<file path="src/rtl/lsu_pkg.sv">
// Shared constants for the load/store unit: RV32I funct3 size codes and FSM states.
package lsu_pkg;

    localparam int unsigned XLEN = 32;

    localparam logic [2:0] F3_B  = 3'b000;
    localparam logic [2:0] F3_H  = 3'b001;
    localparam logic [2:0] F3_W  = 3'b010;
    localparam logic [2:0] F3_BU = 3'b100;
    localparam logic [2:0] F3_HU = 3'b101;

    typedef enum logic [1:0] {
        ST_IDLE  = 2'd0,
        ST_LOAD  = 2'd1,
        ST_MERGE = 2'd2,
        ST_WRITE = 2'd3
    } lsu_state_t;

endpackage

</file>
<file path="src/rtl/lsu_lane_align.sv">
// Combinational lane logic: load extraction/extension, sub-word store merge,
// and the illegal/misaligned check for an access.
module lsu_lane_align
    import lsu_pkg::*;
(
    input  logic [XLEN-1:0] word,
    input  logic [1:0]      offset,
    input  logic [2:0]      funct3,
    input  logic            is_store,
    input  logic [XLEN-1:0] sdata,
    output logic [XLEN-1:0] load_val_c,
    output logic [XLEN-1:0] merged_c,
    output logic            bad_c
);

    logic [4:0]  byte_sh;
    logic [4:0]  half_sh;
    logic [7:0]  lane_b;
    logic [15:0] lane_h;
    logic        legal;
    logic        misaligned;

    always_comb begin
        byte_sh = {offset, 3'b000};
        half_sh = {offset[1], 4'b0000};
        lane_b  = 8'(word >> byte_sh);
        lane_h  = 16'(word >> half_sh);

        load_val_c = word;
        unique case (funct3)
            F3_B:    load_val_c = {{24{lane_b[7]}}, lane_b};
            F3_H:    load_val_c = {{16{lane_h[15]}}, lane_h};
            F3_BU:   load_val_c = {24'h000000, lane_b};
            F3_HU:   load_val_c = {16'h0000, lane_h};
            default: load_val_c = word;
        endcase

        // Sub-word stores keep the untouched lanes from the word just read
        merged_c = sdata;
        unique case (funct3)
            F3_B:    merged_c = (word & ~(32'h0000_00FF << byte_sh))
                              | (XLEN'(sdata[7:0]) << byte_sh);
            F3_H:    merged_c = (word & ~(32'h0000_FFFF << half_sh))
                              | (XLEN'(sdata[15:0]) << half_sh);
            default: merged_c = sdata;
        endcase

        if (is_store) begin
            legal = (funct3 == F3_B) || (funct3 == F3_H) || (funct3 == F3_W);
        end else begin
            legal = (funct3 == F3_B) || (funct3 == F3_H) || (funct3 == F3_W)
                 || (funct3 == F3_BU) || (funct3 == F3_HU);
        end
        misaligned = ((funct3[1:0] == 2'b01) && offset[0])
                  || ((funct3[1:0] == 2'b10) && (offset != 2'b00));
        bad_c = !legal || misaligned;
    end

endmodule

</file>
<file path="src/rtl/load_store_unit.sv">
// RV32I load/store initiator for a word-only data memory; sub-word stores
// are done as read-modify-write.
module load_store_unit
    import lsu_pkg::*;
#(
    parameter int unsigned N = 8
) (
    input  logic            clk,
    input  logic            rst,
    input  logic            req,
    input  logic            we,
    input  logic [2:0]      funct3,
    input  logic [N-1:0]    addr,
    input  logic [XLEN-1:0] wdata,
    output logic            ready,
    output logic            done,
    output logic            err,
    output logic [XLEN-1:0] rdata,
    output logic [N-1:0]    mem_A,
    output logic [XLEN-1:0] mem_WD,
    output logic            mem_WE,
    input  logic [XLEN-1:0] mem_RD
);

    lsu_state_t      state_q, state_d;
    logic [2:0]      funct3_q, funct3_d;
    logic [N-1:0]    addr_q, addr_d;
    logic [XLEN-1:0] wdata_q, wdata_d;
    logic [XLEN-1:0] merge_q, merge_d;
    logic [XLEN-1:0] rdata_q, rdata_d;
    logic            done_q, done_d;
    logic            err_q, err_d;

    logic            idle;
    logic [1:0]      al_off;
    logic [2:0]      al_f3;
    logic [XLEN-1:0] load_val_c;
    logic [XLEN-1:0] merged_c;
    logic            bad_c;

    assign idle = (state_q == ST_IDLE);

    // In IDLE the aligner judges the incoming request; otherwise the latched one
    assign al_off = idle ? addr[1:0] : addr_q[1:0];
    assign al_f3  = idle ? funct3    : funct3_q;

    lsu_lane_align u_align (
        .word       (mem_RD),
        .offset     (al_off),
        .funct3     (al_f3),
        .is_store   (we),
        .sdata      (wdata_q),
        .load_val_c (load_val_c),
        .merged_c   (merged_c),
        .bad_c      (bad_c)
    );

    always_comb begin
        state_d  = state_q;
        funct3_d = funct3_q;
        addr_d   = addr_q;
        wdata_d  = wdata_q;
        merge_d  = merge_q;
        rdata_d  = rdata_q;
        done_d   = 1'b0;
        err_d    = 1'b0;

        unique case (state_q)
            ST_IDLE: begin
                if (req) begin
                    funct3_d = funct3;
                    addr_d   = addr;
                    wdata_d  = wdata;
                    if (bad_c) begin
                        done_d = 1'b1;
                        err_d  = 1'b1;
                    end else if (!we) begin
                        state_d = ST_LOAD;
                    end else if (funct3 == F3_W) begin
                        merge_d = wdata;
                        state_d = ST_WRITE;
                    end else begin
                        state_d = ST_MERGE;
                    end
                end
            end
            ST_LOAD: begin
                rdata_d = load_val_c;
                done_d  = 1'b1;
                state_d = ST_IDLE;
            end
            ST_MERGE: begin
                merge_d = merged_c;
                state_d = ST_WRITE;
            end
            ST_WRITE: begin
                done_d  = 1'b1;
                state_d = ST_IDLE;
            end
            default: state_d = ST_IDLE;
        endcase
    end

    always_ff @(posedge clk or posedge rst) begin
        if (rst) begin
            state_q  <= ST_IDLE;
            funct3_q <= 3'b000;
            addr_q   <= '0;
            wdata_q  <= '0;
            merge_q  <= '0;
            rdata_q  <= '0;
            done_q   <= 1'b0;
            err_q    <= 1'b0;
        end else begin
            state_q  <= state_d;
            funct3_q <= funct3_d;
            addr_q   <= addr_d;
            wdata_q  <= wdata_d;
            merge_q  <= merge_d;
            rdata_q  <= rdata_d;
            done_q   <= done_d;
            err_q    <= err_d;
        end
    end

    // Write enable decodes the state flop so an async reset drops it at once
    assign ready  = idle;
    assign mem_WE = (state_q == ST_WRITE);
    assign done   = done_q;
    assign err    = err_q;
    assign rdata  = rdata_q;
    assign mem_A  = {addr_q[N-1:2], 2'b00};
    assign mem_WD = merge_q;

endmodule

</file>
<file path="config.mk">
export PLATFORM = sky130hd
export DESIGN_NAME = load_store_unit
export DESIGN_NICKNAME = d
export VERILOG_FILES = /design/src/rtl/lsu_pkg.sv /design/src/rtl/lsu_lane_align.sv /design/src/rtl/load_store_unit.sv
export SDC_FILE = /design/constraint.sdc
export NUM_CORES = 1
export LEC_CHECK = 0
export CAP_MARGIN = 25
export CORE_MARGIN = 1
export CORE_UTILIZATION = 45
export CTS_CLUSTER_DIAMETER = 50
export DETAILED_ROUTE_END_ITERATION = 16
export HOLD_SLACK_MARGIN = 0.06
export PLACE_DENSITY = 0.75
export SLEW_MARGIN = 20
export SYNTH_ARGS = -nofsm -noshare
export SYNTH_HDL_FRONTEND = slang
export SYNTH_SLANG_ARGS = --single-unit
</file>
<file path="constraint.sdc">
create_clock -name clk -period 5.03 [get_ports clk]
set_input_delay 1.006 -clock clk [delete_from_list [all_inputs] [get_ports clk]]
set_output_delay 1.006 -clock clk [all_outputs]
set_load 0.01 [all_outputs]
</file>
==> impl_metrics.py, run 1 <==
metrics = {
    "outcome": {
        "status": "completed",
    },
    "timing": {
        "maxSlewViolCount": 0,
        "finalClockSkew_ns": 0.00252,
        "fin_ws_ns": 1.55,
        "period_minus_slack_ns": 3.48,
        "finalSetupTns_ns": 0,
        "fmax_mhz": 287,
        "final_hold_viol_count": 0,
        "rsz0062_at_grt": "no",
        "worst_slew_pin_slew_ns": 1.04,
        "max_slew_margin": 0.309,
        "fin_crit_sh": 0.692,
        "setup_viol": 0,
    },
    "floorplan": {
        "core_mm2": 0.0126,
        "die-area_mm2": 0.0133,
        "die_y_um": 115,
        "start_util": 0.460,
        "ios": 155,
        "dieWidth_um": 115,
        "rows": 41,
    },
    "cts": {
        "cts_tree": "built",
        "clock-sinks": 111,
        "hold_buffers": 0,
        "cts_max_level": 3,
        "insertion_delay_ns": 0.35,
        "cts-root-buf": "clkbuf_16",
        "cts.path.max_buffers": 2,
        "clkSlewWorstSetupHoldPaths_ns": 0.07,
        "numCtsBuffers": 9,
        "ctsResizeCount": 0,
        "post-cts-setup-buffers": 0,
    },
    "min_path": {
        "min_path_cells": 2,
        "hold_end": "rdata[16]$_DFFE_PP0P_",
        "hp-class": "reg -> reg",
        "min_from": "rdata[16]$_DFFE_PP0P_",
    },
    "power": {
        "ir_drop_mv": 0.249,
        "power.density_mw_per_mm2": 581,
        "leakagePower_nw": 3.21,
    },
    "synth": {
        "synthArstFlopShare": 1.00,
        "ys_ff_latch": 111,
        "syn_area_per_cell_um2": 10.2,
        "syn_inst": 564,
        "yosys_warnings": 0,
        "syn-cell-area_mm2": 0.00578,
        "yosysUniqueCellTypes": 53,
        "synthFlopType": "dfrtp_1",
        "synth_edf_count": 0,
        "seq_area_frac_synth": 0.481,
    },
    "worst_setup_path": {
        "critPathLaunchType": "input port",
        "reg2reg_slack_ns": 1.80,
        "crit_fanout": 17,
        "reg2reg_depth": 8,
        "critPathArrivalTime_ns": 3.68,
        "worst_r2r_endpoint": "mem_WD[25]$_DFFE_PP0P_",
        "worst_ep_required_time_ns": 5.22,
        "cp-end-kind": "register",
        "r2r-start": "state_q[1]$_DFFE_PP0P_",
        "path_class": "in -> reg",
    },
    "placed_design": {
        "gp_congestion": 0.872,
        "dp.cells": 852,
        "post-place-ws_ns": 1.22,
        "hpwl_mm": 12.6,
        "port_buffers": 152,
    },
    "routing": {
        "firstDrtPassIters": 5,
        "ant_nets": 0,
        "wirelength_mm": 17.7,
        "vias": 5149,
        "route.met3.wl_mm": 1.28,
        "routed_via_density": 5.92,
        "top_layer_used": "met4",
        "wl_per_cell_um": 20.4,
        "remaining_drc_errors": 0,
        "wl_met2_mm": 8.23,
        "wl_met1_mm": 7.72,
        "drtIter0Drc": 541,
    },
    "cells_and_area": {
        "final_nets": 772,
        "mostFrequentLayoutCells": "clkdlybuf4s50_1, dfrtp_1, nor2_1, mux2_2, a21oi_1",
        "num_antenna_cells": 0,
        "synthToLayoutAreaGrowth_pct": 33.9,
        "finalNonFillerCells": 870,
        "drive_gt1_frac": 0.146,
        "final_common_cell": "clkdlybuf4s50_1",
        "fillers": 1025,
    },
    "global_routing": {
        "first_global_vias": 5083,
        "antenna_found_initial": 0,
        "grt_max_degree": 61,
        "grt_pass1_wl_mm": 28.0,
        "gr-usage-all-layers": 0.280,
        "gr-total-overflow": 0,
    },
    "flow_run": {
        "max_cap_viol_count": 0,
    },
}
[cell type report]
cell class                 count  area [um2]  area share
multi-input combinational    395        2740       0.355
clock inverter                 7        72.6     0.00938
timing repair buffer         163        1640       0.213
sequential                   111        2780       0.359
clock buffer                   9         225      0.0291
inverter                      13        56.3     0.00728
tap                          172         215      0.0278
[state kept, by name, summed over array words and instances (netlist names)]
name	count
mem_WD	32
state_q	2
wdata_q	32
funct3_q	3
done	1
addr_q	8
rdata	32
err	1
[Yosys cell counts (2+ instances only)]
| master | count | area [um2] |
|---|---|---|
| or2_2 | 2 | 12.5 |
| nand3_1 | 35 | 175 |
| o22ai_1 | 23 | 144 |
| dfrtp_1 | 111 | 2780 |
| and2_1 | 4 | 25.0 |
| nand3b_1 | 2 | 15.0 |
| nand2b_1 | 8 | 50.1 |
| buf_2 | 10 | 50.1 |
| o221a_2 | 10 | 113 |
| or4_1 | 2 | 15.0 |
| o221ai_1 | 7 | 61.3 |
| inv_1 | 12 | 45.0 |
| a221oi_1 | 8 | 70.1 |
| a221o_1 | 8 | 80.1 |
| a31oi_1 | 2 | 12.5 |
| o21ai_0 | 22 | 110 |
| o21ai_1 | 2 | 10.0 |
| nor2_1 | 59 | 221 |
| nor3_1 | 9 | 45.0 |
| o211ai_1 | 2 | 15.0 |
| mux2_2 | 51 | 574 |
| a2bb2oi_1 | 7 | 61.3 |
| nand2_1 | 32 | 120 |
| buf_4 | 9 | 67.6 |
| a21oi_1 | 36 | 180 |
| buf_1 | 4 | 15.0 |
| nor2b_1 | 4 | 25.0 |
| mux2i_1 | 35 | 350 |
| o31ai_1 | 2 | 15.0 |
| clkbuf_1 | 23 | 86.3 |
[routing by layer]
metal  track usage  vias up
met4         0.118        0
met3        0.0474       42
met2         0.433      278
li1              -     2316
met5             0        -
met1         0.389     2513
[worst max path at each step]
stage / from / cells after the start / to
final: addr[1] / 7 / rdata[17]$_DFFE_PP0P_
after global routing: addr[1] / 7 / rdata[17]$_DFFE_PP0P_
after CTS: state_q[1]$_DFFE_PP0P_ / 7 / mem_WD[9]$_DFFE_PP0P_
after detailed placement: addr[1] / 7 / rdata[17]$_DFFE_PP0P_
after global placement: addr[1] / 7 / rdata[29]$_DFFE_PP0P_
after floorplan: rst / 1 / addr_q[0]$_DFFE_PP0P_
[kinds of logic (layout without fill, tap and decap cells)]
| family | after synthesis | count (layout) | synth area share |
|---|---|---|---|
| and+or+nand+nor | 167 | 167 | 0.136 |
| other | 1 | 2 | 0.000649 |
| AOI/OAI and AO/OA | 140 | 140 | 0.175 |
| muxes | 86 | 86 | 0.160 |
| buffers and inverters | 59 | 192 | 0.0472 |
| DFF | 111 | 111 | 0.481 |
[where the power goes]
group	internal, mW	switching [mW]	total [mW]
combinational	1.12	1.04	2.16
clock	0.388	0.340	0.729
sequential	1.29	0.313	1.60
total	2.80	1.69	4.49
[critical path: stages]
cell and delay, ns:
clkdlybuf4s50_1 0.57, or3b_1 0.45, nand2_2 0.34, mux2i_1 0.34
o22ai_1 0.19, o211ai_2 0.61, nand3_1 0.17
[metrics by stage]
stage,utilization,cell area [um2],power (mW),hold slack [ns]
2_1_floorplan,-,5780,2.79,0.481
3_5_place_dp,0.589,7400,3.74,0.487
5_1_grt,0.615,7730,4.75,0.531
4_1_cts,0.613,7700,4.47,0.503
3_3_place_gp,0.586,7370,3.66,0.482
6_report,0.615,7730,4.49,0.500
(Power assumes the default switching activity.)
==> run 2, diff against run 1 <==
--- a/config.mk
+++ b/config.mk
@@ -7,11 +7,11 @@
 export LEC_CHECK = 0
 export CAP_MARGIN = 25
 export CORE_MARGIN = 1
-export CORE_UTILIZATION = 45
+export CORE_UTILIZATION = 44
 export CTS_CLUSTER_DIAMETER = 50
 export DETAILED_ROUTE_END_ITERATION = 16
 export HOLD_SLACK_MARGIN = 0.06
-export PLACE_DENSITY = 0.75
+export PLACE_DENSITY = 0.77
 export SLEW_MARGIN = 20
 export SYNTH_ARGS = -nofsm -noshare
 export SYNTH_HDL_FRONTEND = slang
==> constraint.sdc (replaced) <==
create_clock -name clk -period 2.8 [get_ports clk]
set_input_delay 0.56 -clock clk [delete_from_list [all_inputs] [get_ports clk]]
set_output_delay 0.56 -clock clk [all_outputs]
set_load 0.01 [all_outputs]
==> impl_metrics.py, run 2 (synthesis gave the netlist of run 1 again) <==
metrics = {
    "global_routing": {
        "gr-total-overflow": 0,
        "first_global_vias": 5274,
        "grt_max_degree": 74,
        "gr-usage-all-layers": 0.286,
        "grt_pass1_wl_mm": 28.8,
        "antenna_found_initial": 0,
    },
    "cells_and_area": {
        "fillers": 1054,
        "drive_gt1_frac": 0.173,
        "finalNonFillerCells": 893,
        "mostFrequentLayoutCells": "clkdlybuf4s50_1, dfrtp_1, nor2_1, mux2_2, a21oi_1",
        "final_common_cell": "clkdlybuf4s50_1",
        "num_antenna_cells": 0,
        "seq_area_mm2": 0.00278,
        "fin_area_mm2": 0.00799,
        "synthToLayoutAreaGrowth_pct": 38.3,
        "multi_input_area_mm2": 0.00274,
        "final_nets": 795,
    },
    "worst_setup_path": {
        "cp_slowest_stage_delay_ns": 0.42,
        "reg2reg_depth": 7,
        "worst_ep_required_time_ns": 3.03,
        "cp.depth": 7,
        "critPathLaunchType": "register",
        "crit_fanout": 10,
        "critPathArrivalTime_ns": 2.81,
        "crit_family": "simple AND/OR/NAND/NOR gates",
        "critPathBufInv": 1,
        "cp-end-kind": "register",
        "crit_chain": "or2_1 > inv_6 > mux2i_1 > nand2_1 > o221a_2 > a221oi_1 > nor3_1",
        "r2r-start": "state_q[0]$_DFFE_PP0P_",
        "crit_start": "state_q[0]$_DFFE_PP0P_",
        "slowest_stage": "or2_1",
        "path_class": "reg -> reg",
    },
    "timing": {
        "worst_slew_pin_slew_ns": 0.808,
        "finalSetupTns_ns": 0,
        "fmax_mhz": 388,
        "fin_crit_sh": 0.921,
        "max_slew_margin": 0.458,
        "finalClockSkew_ns": 0.00525,
        "final_hold_viol_count": 0,
        "rsz0062_at_grt": "no",
        "maxSlewViolCount": 0,
        "period_minus_slack_ns": 2.58,
        "finalHoldWorstSlack_ns": 0.498,
        "setup_viol": 0,
    },
    "floorplan": {
        "rows": 41,
        "core_mm2": 0.0127,
        "start_util": 0.454,
        "die-area_mm2": 0.0136,
        "ios": 155,
        "die_y_um": 117,
        "dieWidth_um": 117,
    },
    "routing": {
        "wl_per_cell_um": 21.1,
        "remaining_drc_errors": 0,
        "ant_nets": 0,
        "wirelength_mm": 18.9,
        "firstDrtPassIters": 5,
        "vias": 5362,
        "drtIter0Drc": 522,
        "routed_via_density": 6.00,
    },
    "cts": {
        "numCtsBuffers": 9,
        "ctsResizeCount": 0,
        "clkSlewWorstSetupHoldPaths_ns": 0.07,
        "clock-sinks": 111,
        "hold_buffers": 0,
        "cts.path.max_buffers": 2,
        "insertion_delay_ns": 0.36,
        "cts-root-buf": "clkbuf_16",
        "cts_max_level": 3,
        "cts_tree": "built",
        "post-cts-setup-buffers": 0,
    },
    "placed_design": {
        "gp_congestion": 0.864,
        "hpwl_mm": 13.4,
        "dp.cells": 877,
        "port_buffers": 152,
        "post_dp_cell_area_mm2": 0.00765,
    },
    "min_path": {
        "min_from": "rdata[26]$_DFFE_PP0P_",
        "hp-class": "reg -> reg",
        "min_path_cells": 2,
    },
    "flow_run": {
        "max_cap_viol_count": 0,
    },
    "power": {
        "power.density_mw_per_mm2": 1050,
        "leakagePower_nw": 3.34,
        "ir_drop_mv": 0.473,
    },
    "outcome": {
        "status": "completed",
    },
}
==> run 2: cell types whose count changed in the layout (fill, tap and decap cells not counted) <==
cell,previous run,this run
buf_8,1,0
clkbuf_8,0,3
clkinvlp_4,1,2
buf_16,1,0
buf_4,8,28
inv_4,1,0
inv_8,1,0
clkinv_2,3,0
buf_12,1,6
bufinv_16,1,2
==> run 2: layout make-up <==
type,instances,share of cell area
Inverter,13,0.00720
Multi-Input combinational cell,395,0.343
Timing Repair Buffer,186,0.232
Clock inverter,4,0.00955
Sequential cell,111,0.348
Clock buffer,12,0.0334
Tap cell,172,0.0269
==> run 2: worst paths after layout <==
| check | slack, ns | endpoint |
|---|---|---|
| hold / removal | 0.50 | rdata[26]$_DFFE_PP0P_ |
| setup / recovery | 0.22 | mem_WD[30]$_DFFE_PP0P_ |
| hold reg to reg | 0.50 | rdata[26]$_DFFE_PP0P_ |
| setup reg to reg | 0.22 | mem_WD[30]$_DFFE_PP0P_ |
| max in group asynchronous | 1.72 | rdata[16]$_DFFE_PP0P_ |
| min in group asynchronous | 0.65 | addr_q[5]$_DFFE_PP0P_ |
==> run 2: layer usage <==
metal / vias up / global-route usage / share of wire
met4: 0 / 0.138 / 0.037
met3: 54 / 0.0379 / 0.078
met2: 322 / 0.451 / 0.47
li1: 2358 / - / -
met5: - / 0 / 0
met1: 2628 / 0.391 / 0.42
==> run 2: power breakdown <==
part / internal, mW / switching [mW] / total, mW
combinational: 2.13 / 1.94 / 4.08
clock: 0.860 / 0.599 / 1.46
sequential: 2.32 / 0.553 / 2.87
total: 5.31 / 3.10 / 8.41
==> run 2: worst min-delay path, delay by kind of cell, from the launching register on <==
kind / cells / cell delay, ns
flops: 1 / 0.34
simple gates: 2 / 0.12
==> run 2: per-stage QoR <==
stage,worst slack (ns),util,total power [mW]
after floorplan,0.506,-,5.02
after global placement,-0.0103,0.601,6.80
after detailed placement,-0.0489,0.601,6.91
after CTS,0.243,0.628,8.41
after global routing,0.123,0.628,8.85
final,0.222,0.628,8.41
